[src/rtl/ysyx_25030093_lsu.sv]
// ---------------------------------------------------------------------------
// ysyx_25030093_lsu -- load/store unit between the EXU and the register file.
//
// Purpose: accepts one EXU result at a time, performs at most one memory
// access for it (byte/half/word, with lane alignment, sign/zero extension)
// and presents a single-cycle write-back beat to the register file.
//
// Ports:
//   clock, reset            rising-edge clock, async active-high reset
//   in_*                    EXU result handshake and fields
//   mem_req_*               memory request channel (word-aligned address)
//   mem_resp_*              memory response (data + bus error)
//   out_*                   register-file write-back beat
//   lsu_err                 one-cycle fault pulse (misalign or bus error)
//   dbg_state               current FSM state (0 IDLE, 1 REQ, 2 WAIT, 3 DONE)
//
// Handshakes: a transfer happens on a rising edge where valid and ready are
// both 1. While valid is 1 and ready is 0 the sender keeps valid and all
// payload fields stable. in_ready is 1 only in IDLE; mem_req_valid is 1 only
// in REQ with address/we/wdata/wstrb driven from captured registers, so the
// payload cannot move until mem_req_ready is seen. The response side has no
// ready: mem_resp_valid is only looked at in WAIT.
// ---------------------------------------------------------------------------
module ysyx_25030093_lsu #(
  parameter int DATA_WIDTH = 32,
  parameter int ADDR_WIDTH = 5
) (
  input  logic                  clock,
  input  logic                  reset,
  input  logic                  in_valid,
  output logic                  in_ready,
  input  logic [DATA_WIDTH-1:0] in_alu_result,
  input  logic [DATA_WIDTH-1:0] in_store_data,
  input  logic [ADDR_WIDTH-1:0] in_rd,
  input  logic                  in_wen,
  input  logic                  in_mem_ren,
  input  logic                  in_mem_wen,
  input  logic [2:0]            in_funct3,
  output logic                  mem_req_valid,
  input  logic                  mem_req_ready,
  output logic [DATA_WIDTH-1:0] mem_req_addr,
  output logic                  mem_req_we,
  output logic [DATA_WIDTH-1:0] mem_req_wdata,
  output logic [3:0]            mem_req_wstrb,
  input  logic                  mem_resp_valid,
  input  logic [DATA_WIDTH-1:0] mem_resp_rdata,
  input  logic                  mem_resp_err,
  output logic                  out_valid,
  output logic [DATA_WIDTH-1:0] out_wdata,
  output logic [ADDR_WIDTH-1:0] out_waddr,
  output logic                  out_wen,
  output logic                  lsu_err,
  output logic [1:0]            dbg_state
);

  typedef enum logic [1:0] {
    S_IDLE = 2'd0,
    S_REQ  = 2'd1,
    S_WAIT = 2'd2,
    S_DONE = 2'd3
  } state_e;

  state_e                state_q, state_d;
  logic [DATA_WIDTH-1:0] addr_q, addr_d;
  logic [DATA_WIDTH-1:0] sdata_q, sdata_d;
  logic [ADDR_WIDTH-1:0] rd_q, rd_d;
  logic                  ren_q, ren_d;
  logic                  we_q, we_d;
  logic [2:0]            funct3_q, funct3_d;
  logic                  regwen_q, regwen_d;   // instruction writes a non-zero rd
  logic [DATA_WIDTH-1:0] wdata_q, wdata_d;
  logic                  wen_q, wen_d;
  logic                  err_q, err_d;

  logic                  in_misalign;
  logic [DATA_WIDTH-1:0] ld_shifted;
  logic [DATA_WIDTH-1:0] ld_ext;

  // funct3[1:0] encodes the access size for both signed and unsigned loads.
  assign in_misalign = ((in_funct3[1:0] == 2'b01) && in_alu_result[0]) ||
                       ((in_funct3 == 3'b010) && (in_alu_result[1:0] != 2'b00));

  assign ld_shifted = mem_resp_rdata >> {addr_q[1:0], 3'b000};

  always_comb begin
    ld_ext = ld_shifted;
    case (funct3_q)
      3'b000:  ld_ext = {{(DATA_WIDTH-8){ld_shifted[7]}}, ld_shifted[7:0]};
      3'b001:  ld_ext = {{(DATA_WIDTH-16){ld_shifted[15]}}, ld_shifted[15:0]};
      3'b100:  ld_ext = {{(DATA_WIDTH-8){1'b0}}, ld_shifted[7:0]};
      3'b101:  ld_ext = {{(DATA_WIDTH-16){1'b0}}, ld_shifted[15:0]};
      default: ld_ext = ld_shifted;
    endcase
  end

  always_comb begin
    state_d  = state_q;
    addr_d   = addr_q;
    sdata_d  = sdata_q;
    rd_d     = rd_q;
    ren_d    = ren_q;
    we_d     = we_q;
    funct3_d = funct3_q;
    regwen_d = regwen_q;
    wdata_d  = wdata_q;
    wen_d    = wen_q;
    err_d    = err_q;
    case (state_q)
      S_IDLE: begin
        if (in_valid) begin
          addr_d   = in_alu_result;
          sdata_d  = in_store_data;
          rd_d     = in_rd;
          ren_d    = in_mem_ren;
          we_d     = in_mem_wen;
          funct3_d = in_funct3;
          regwen_d = in_wen && (in_rd != '0);
          if (!in_mem_ren && !in_mem_wen) begin
            wdata_d = in_alu_result;
            wen_d   = in_wen && (in_rd != '0);
            err_d   = 1'b0;
            state_d = S_DONE;
          end else if (in_misalign) begin
            // Faulting access: never reaches the bus, only reports the error.
            wdata_d = '0;
            wen_d   = 1'b0;
            err_d   = 1'b1;
            state_d = S_DONE;
          end else begin
            state_d = S_REQ;
          end
        end
      end
      S_REQ: begin
        if (mem_req_ready) state_d = S_WAIT;
      end
      S_WAIT: begin
        if (mem_resp_valid) begin
          wdata_d = ren_q ? ld_ext : '0;
          wen_d   = ren_q && regwen_q && !mem_resp_err;
          err_d   = mem_resp_err;
          state_d = S_DONE;
        end
      end
      S_DONE: begin
        state_d = S_IDLE;
      end
      default: state_d = S_IDLE;
    endcase
  end

  always_ff @(posedge clock or posedge reset) begin
    if (reset) begin
      state_q  <= S_IDLE;
      addr_q   <= '0;
      sdata_q  <= '0;
      rd_q     <= '0;
      ren_q    <= 1'b0;
      we_q     <= 1'b0;
      funct3_q <= 3'b000;
      regwen_q <= 1'b0;
      wdata_q  <= '0;
      wen_q    <= 1'b0;
      err_q    <= 1'b0;
    end else begin
      state_q  <= state_d;
      addr_q   <= addr_d;
      sdata_q  <= sdata_d;
      rd_q     <= rd_d;
      ren_q    <= ren_d;
      we_q     <= we_d;
      funct3_q <= funct3_d;
      regwen_q <= regwen_d;
      wdata_q  <= wdata_d;
      wen_q    <= wen_d;
      err_q    <= err_d;
    end
  end

  assign in_ready      = (state_q == S_IDLE);
  assign mem_req_valid = (state_q == S_REQ);
  assign mem_req_addr  = {addr_q[DATA_WIDTH-1:2], 2'b00};
  assign mem_req_we    = we_q;
  assign mem_req_wdata = sdata_q << {addr_q[1:0], 3'b000};

  always_comb begin
    mem_req_wstrb = 4'b0000;
    if (we_q) begin
      case (funct3_q[1:0])
        2'b00:   mem_req_wstrb = 4'b0001 << addr_q[1:0];
        2'b01:   mem_req_wstrb = 4'b0011 << addr_q[1:0];
        default: mem_req_wstrb = 4'b1111;
      endcase
    end
  end

  assign out_valid = (state_q == S_DONE);
  assign out_wdata = wdata_q;
  assign out_waddr = rd_q;
  assign out_wen   = wen_q;
  assign lsu_err   = (state_q == S_DONE) && err_q;
  assign dbg_state = state_q;

endmodule
[config.mk]
export PLATFORM = sky130hd
export DESIGN_NAME = ysyx_25030093_lsu
export DESIGN_NICKNAME = d
export VERILOG_FILES = /design/src/rtl/ysyx_25030093_lsu.sv
export SDC_FILE = /design/constraint.sdc
export NUM_CORES = 1
export LEC_CHECK = 0
export BUFFER_PORTS_ARGS = -buffer_cell sky130_fd_sc_hd__buf_4
export CORE_MARGIN = 3
export CORE_UTILIZATION = 41
export CTS_CLUSTER_DIAMETER = 40
export DETAILED_ROUTE_END_ITERATION = 10
export GPL_ROUTABILITY_DRIVEN = 0
export GPL_TIMING_DRIVEN = 1
export PLACE_DENSITY = 0.71
export SETUP_SLACK_MARGIN = 0.4
export SYNTH_ARGS = -nofsm -noshare
export SYNTH_HDL_FRONTEND = slang
export SYNTH_SLANG_ARGS = --single-unit
export TNS_END_PERCENT = 5
[constraint.sdc]
create_clock -name clock -period 4.1 [get_ports clock]
set_input_delay 1.23 -clock clock [delete_from_list [all_inputs] [get_ports clock]]
set_output_delay 1.23 -clock clock [all_outputs]
set_load 0.1 [all_outputs]
* Word-level counts from Yosys, hierarchy flattened
Cells that the tools add are included.
Word-level totals: flip-flop bits (word level) 111, input port bits 113, output and inout port bits 113, word-level logic and storage cells 73
Cells by class: eq/ne operators 13, shift operators 4, muxes and demuxes 25, reductions and logical operators 20
Operators with widths (count):
- $mux W32 | 5
- $pmux W32 S4 | 1
- $pmux W32 S2 | 1
- $shl A32 B5 Y32 | 1
- $shr A32 B5 Y32 | 1
- $mux W2 | 5
- $mux W1 | 8
- $pmux W2 S4 | 1
- $pmux W4 S2 | 1
- $logic_and A1 B1 Y1 | 7
- $eq A2 B1 Y1 const B | 3
- $eq A3 B3 Y1 const B | 2
- $reduce_bool A5 Y1 | 1
- $eq A2 B2 Y1 const B | 2
- $logic_not A2 Y1 | 2
- $mux W4 | 1
- $ne A2 B2 Y1 const B | 2
- $pmux W1 S2 | 2
- $reduce_and A4 Y1 | 1
- $reduce_bool A2 Y1 | 2
- $shl A1 B2 Y4 const A | 1
- $shl A2 B2 Y4 const A | 1
- $eq A3 B1 Y1 const B | 1
- $eq A3 B2 Y1 const B | 1
- 7 further kinds | 9

* Logic depth before layout (Yosys ltp)
Gate-level depths: netlist of run 1.
depth after elaboration 7, gate-level depth with buffers 9, gate-level depth less buffers 7

* Worst setup path after synthesis of run 1
No wires, ideal clock.
path kind register to output, from register addr_q[1], to output mem_req_wstrb[2], data arrival time 3358 ps, data required time 2870 ps, slack -488 ps, stages on the path, launching flop included 6, buffers on the path 3, path through dfrtp_1 buf_6 clkbuf_1 clkbuf_1 a21oi_1 a21boi_0
Between the ends: cells in the longest elaborated chain, start to end 3, elaborated cells on any way between the ends 4, those cells by class 2 x shift; 2 x mux
RTL lines:
- from (decl) | RTL line 64 | logic [DATA_WIDTH-1:0] addr_q, addr_d;
- from (signal assigned) | RTL line 167 | addr_q <= addr_d;
- $shl A2 B2 Y4 / $shl A1 B2 Y4 (equally long branches) | RTL line 191, 190
- $pmux W4 S2 * | RTL line 189 | case (funct3_q[1:0])
- $mux W4 * | RTL line 188 | if (we_q) begin
- to (decl) | RTL line 44 | output logic [3:0] mem_req_wstrb,
Mark *: on every way between the ends. The rest lies on a longest branch, timed or not.

* Worst setup path after layout of run 1
from register addr_q[0], to output mem_req_wstrb[2]
Same word-level chain as after synthesis.

==> results of run 1 <==
[cells by family after synthesis]
kind of cell    Yosys count  share of synthesized area
mux                     117                      0.214
compound gates          121                      0.150
simple gates            112                     0.0856
flops                   111                      0.466
fa+ha+maj                 4                    0.00839
buf+inv                  78                     0.0755
other cells               1                   0.000629
[flip-flops by register name, summed over array words and instances, names as in the netlist, 2 cells and up]
signal,count
sdata_q,32
out_wdata,32
funct3_q,3
dbg_state,2
out_waddr,5
addr_q,32
[stage by stage]
stage | worst slack, ns | setup TNS [ns] | cell area, um^2 | hold slack, ns | utilization
4_1_cts | 0.526 | 0 | 7820 | 0.511 | 0.557
2_1_floorplan | -0.259 | -7.51 | 5980 | 0.451 | -
5_1_grt | 0.415 | 0 | 7820 | 0.518 | 0.557
6_report | 0.527 | 0 | 7820 | 0.509 | 0.557
3_3_place_gp | 0.965 | 0 | 7540 | 0.467 | 0.537
3_5_place_dp | 0.910 | 0 | 7540 | 0.491 | 0.537
[worst max-delay path: stages (launching register included)]
cell      delay [ns]
dfrtp_2         0.83
nor2b_4         0.56
nand2_1         0.11
a21boi_1        0.17
buf_4           0.31
[path summary, 6_finish.rpt]
kind / endpoint / slack, ns / startpoint
min in group asynchronous: sdata_q[2]$_DFFE_PP0P_ / 0.88 / reset
worst min register to register: addr_q[7]$_DFFE_PP0P_ / 0.51 / addr_q[7]$_DFFE_PP0P_
worst max register to register: out_wdata[31]$_DFFE_PP0P_ / 1.37 / addr_q[1]$_DFFE_PP0P_
max in group asynchronous: out_wdata[5]$_DFFE_PP0P_ / 2.42 / reset
worst min-delay path: addr_q[7]$_DFFE_PP0P_ / 0.51 / addr_q[7]$_DFFE_PP0P_
worst max-delay path: mem_req_wstrb[2] / 0.53 / addr_q[0]$_DFFE_PP0P_
[layer usage]
metal  global-route usage  part of all wire
met2                0.353              0.48
met3               0.0547             0.075
met4               0.0536             0.015
met5                    0                 0
met1                0.283              0.43
[area by class of cell]
type,instances,area [um^2]
tap,180,225
sequential,111,2780
multi-input combinational,356,2760
clock buffer,10,239
inverter,8,32.5
clock inverter,6,36.3
fill,1256,6220
timing repair buffer,229,1740
[synth_stat cells (2+ instances only)]
library cell,count,area (um^2)
o21ai_0,20,100
buf_4,33,248
a31oi_4,10,213
nand2_1,28,105
buf_2,6,30.0
mux2_2,76,856
and2_1,10,62.6
buf_1,4,15.0
a21oi_1,41,205
o21a_1,3,22.5
dfrtp_1,111,2780
nor2_1,54,203
clkbuf_1,24,90.1
or4_1,2,15.0
buf_6,2,22.5
a22oi_1,19,143
a31oi_1,8,50.1
inv_1,8,30.0
a211oi_1,8,60.1
mux2i_1,40,400
a32oi_1,6,52.6
nor2b_1,9,56.3
ha_1,4,50.1
a21boi_0,2,15.0
==> out/qor.csv, run 1 <==
stage,metric,value,unit
flow_run,cap_viol_max_count,0,
clocking,cts_hold_buf,0,
timing,worst_pin_slew,1.02,ns
clocking,root_buffer,clkbuf_16,
worst_setup_path,crit_required,2.87,ns
timing,max_slew_margin,0.318,
final_layout,diodes,0,
floorplanning,start_util,0.425,
clocking,cts_buffer_depth,2,
floorplanning,die_w,127,um
clocking,cts_tree,built,
worst_setup_path,endpoint_kind,output pin,
timing,finalHoldViolCount,0,
yosys,async_flop_share,1.00,
placed_design,place_inst,884,
grt,antenna_found_initial,0,
final_layout,final_cell_mix,"buf_4 (227), dfrtp_1 (109), mux2_2 (76)",
detailed_routing,detail_route.vias_per_cell,5.36,
placed_design,portBuffers,223,
floorplanning,rows,43,
timing,slew_viol_final,0,
grt,grt_pass1_vias,4873,
yosys,yosysWarnings,0,
clocking,cts.sinks,111,
clocking,cts-buffers-inserted,9,
detailed_routing,dr.pass1.iters,4,
final_layout,layout_commonest_cell,buf_4,
yosys,synth_edf_count,0,
timing,min_period,3.57,ns
timing,final.period_utilization,0.871,
clocking,cts_resized,0,
yosys,synthFlopType,dfrtp_1,
worst_setup_path,critPathMaxFanout,36,
detailed_routing,wl_per_cell,19.4,um
worst_setup_path,reg2reg_depth,6,
grt,grt_max_degree,79,
worst_setup_path,arrival,2.34,ns
yosys,synthDistinctLibCells,40,
final_layout,drive_above_1_share,0.475,
timing,rsz0062_at_grt,no,
clocking,clock_latency,0.36,ns
timing,setup_viol,0,
grt,grt_overflow_total,0,
outcome,status,"finished, final reports clean",
yosys,syn_avg_cell_area,11.0,um^2
yosys,seq_area_frac_synth,0.466,
detailed_routing,drc,0,
placed_design,hpwl,12900,um
floorplanning,io_pins,226,
floorplanning,core,0.0140,mm^2
clocking,htreeDepth,3,
final_layout,area_growth,31.1,%
detailed_routing,vias,4822,
final_layout,finalNonFillerCells,900,
yosys,synth_seq_cells,111,
worst_hold_path,hold_class,flop to flop,
worst_hold_path,hold_path_depth,1,
detailed_routing,ant_nets,0,
worst_setup_path,worstSetupPathType,flop to output pin,
yosys,syn_inst,544,
timing,max_freq,280,MHz
final_layout,fin_nets,832,
detailed_routing,dr.first_iter.drc_count,317,
detailed_routing,wl,17500,um
floorplanning,die_area,0.0160,mm^2
clocking,clk_pin_slew,0.07,ns
grt,track_usage,0.214,
clocking,postCtsSetupBuffers,0,
worst_setup_path,startpoint_type,flop,
yosys,synthesis.area,0.00597,mm^2
floorplanning,chipHeight,127,um
grt,grt_pass1_wl,27200,um
timing,clock_skew,0.00614,ns
Power of run 1 is not shown: default switching activity piles up to over one toggle a cycle in this logic, so the estimate is an artifact.
==> run 2, diff against run 1 <==
==> constraint.sdc (replaced) <==
create_clock -name clock -period 3 [get_ports clock]
set_input_delay 0.9 -clock clock [delete_from_list [all_inputs] [get_ports clock]]
set_output_delay 0.9 -clock clock [all_outputs]
set_load 0.1 [all_outputs]
==> out/qor.csv, run 2 (synthesis gave the netlist of run 1 again) <==
stage,metric,value,unit
final_layout,multiInputGateArea,0.00287,mm^2
timing,setup_tns,0,ns
timing,slew_viol_final,0,
clocking,clock_latency,0.36,ns
flow_run,cap_viol_max_count,0,
timing,min_period,2.61,ns
final_layout,regArea,0.00279,mm^2
worst_setup_path,reg2reg_depth,9,
worst_setup_path,crit_required,2.10,ns
timing,max_slew_margin,0.548,
detailed_routing,dr.pass1.iters,4,
final_layout,final_cell_mix,"buf_4 (213), dfrtp_1 (109), mux2_2 (76)",
timing,max_freq,384,MHz
placed_design,portBuffers,223,
detailed_routing,drc,0,
floorplanning,core,0.0140,mm^2
timing,setup_viol,0,
clocking,htreeDepth,3,
final_layout,drive_above_1_share,0.513,
timing,finalHoldViolCount,0,
detailed_routing,vias,4942,
worst_hold_path,hold_class,flop to flop,
detailed_routing,wl_per_cell,20.0,um
final_layout,area_growth,40.1,%
timing,clock_skew,0.00615,ns
final_layout,diodes,0,
clocking,cts-buffers-inserted,9,
final_layout,fillers,1160,
detailed_routing,dr.first_iter.drc_count,313,
outcome,status,"finished, final reports clean",
grt,grt_max_degree,112,
worst_setup_path,startpoint_type,flop,
worst_setup_path,worstSetupPathType,flop to output pin,
worst_setup_path,endpoint_kind,output pin,
clocking,clk_pin_slew,0.08,ns
timing,worst_pin_slew,0.676,ns
timing,fin_ws,0.393,ns
placed_design,pre_cts_slack,0.462,ns
detailed_routing,ant_nets,0,
detailed_routing,wl,18400,um
worst_hold_path,hold_path_depth,1,
clocking,cts_buffer_depth,2,
timing,rsz0062_at_grt,yes,
floorplanning,start_util,0.425,
placed_design,hpwl,13600,um
grt,grt_pass1_vias,5251,
floorplanning,die_w,127,um
worst_setup_path,arrival,1.71,ns
detailed_routing,detail_route.vias_per_cell,5.38,
clocking,root_buffer,clkbuf_16,
worst_setup_path,critPathMaxFanout,10,
grt,track_usage,0.222,
clocking,cts_tree,built,
clocking,cts.sinks,111,
floorplanning,rows,43,
final_layout,layout_commonest_cell,buf_4,
final_layout,fin_nets,851,
floorplanning,die_area,0.0160,mm^2
floorplanning,chipHeight,127,um
grt,antenna_found_initial,0,
grt,grt_pass1_wl,28000,um
clocking,cts_hold_buf,0,
timing,final.period_utilization,0.869,
grt,grt_overflow_total,0,
floorplanning,io_pins,226,
==> run 2: what timing repair did <==
item	4_1_cts	5_1_grt
cloned	0	1
buffers inserted	7	1
gates resized for setup	21	49
endpoints found under the setup margin	34	28
endpoints found under the hold margin	0	0
==> run 2: path summary, 6_finish.rpt <==
check	from	to	slack, ns
setup / recovery	addr_q[1]$_DFFE_PP0P_	mem_req_wdata[19]	0.39
hold / removal	sdata_q[24]$_DFFE_PP0P_	sdata_q[24]$_DFFE_PP0P_	0.50
setup reg to reg	addr_q[1]$_DFFE_PP0P_	out_wdata[31]$_DFFE_PP0P_	0.68
hold reg to reg	sdata_q[24]$_DFFE_PP0P_	sdata_q[24]$_DFFE_PP0P_	0.50
max in group asynchronous	reset	addr_q[1]$_DFFE_PP0P_	1.82
min in group asynchronous	reset	sdata_q[18]$_DFFE_PP0P_	0.72
==> run 2: area by class of cell <==
cell class | count | area share
Multi-Input combinational cell | 356 | 0.344
Sequential cell | 111 | 0.333
Timing Repair Buffer | 248 | 0.258
Clock buffer | 10 | 0.0286
Tap cell | 180 | 0.0270
Clock inverter | 6 | 0.00539
Inverter | 8 | 0.00404
==> run 2: metrics by stage <==
step,instance area (um^2),utilization,hold slack [ns],instances
finish,8360,0.595,0.501,919
global route,8360,0.595,0.529,919
CTS,8160,0.581,0.504,917
detailed placement,7730,0.551,0.488,894
global placement,7730,0.551,0.468,894
floorplan,6050,-,0.451,545
==> run 2: worst max-delay path: stages, from the launching register on <==
cell	delay [ns]
dfrtp_4	0.51
buf_8	0.16
nor2b_4	0.14
buf_6	0.13
nand2_1	0.09
o21ai_4	0.07
buf_6	0.24
==> run 2: routing by layer <==
metal / up-vias / share of wire / global-route usage
li1: 2280 / - / -
met1: 2438 / 0.40 / 0.274
met2: 204 / 0.50 / 0.381
met3: 20 / 0.085 / 0.0619
met4: 0 / 0.014 / 0.0650
met5: - / 0 / 0
Power of run 2 is left out for the same reason.
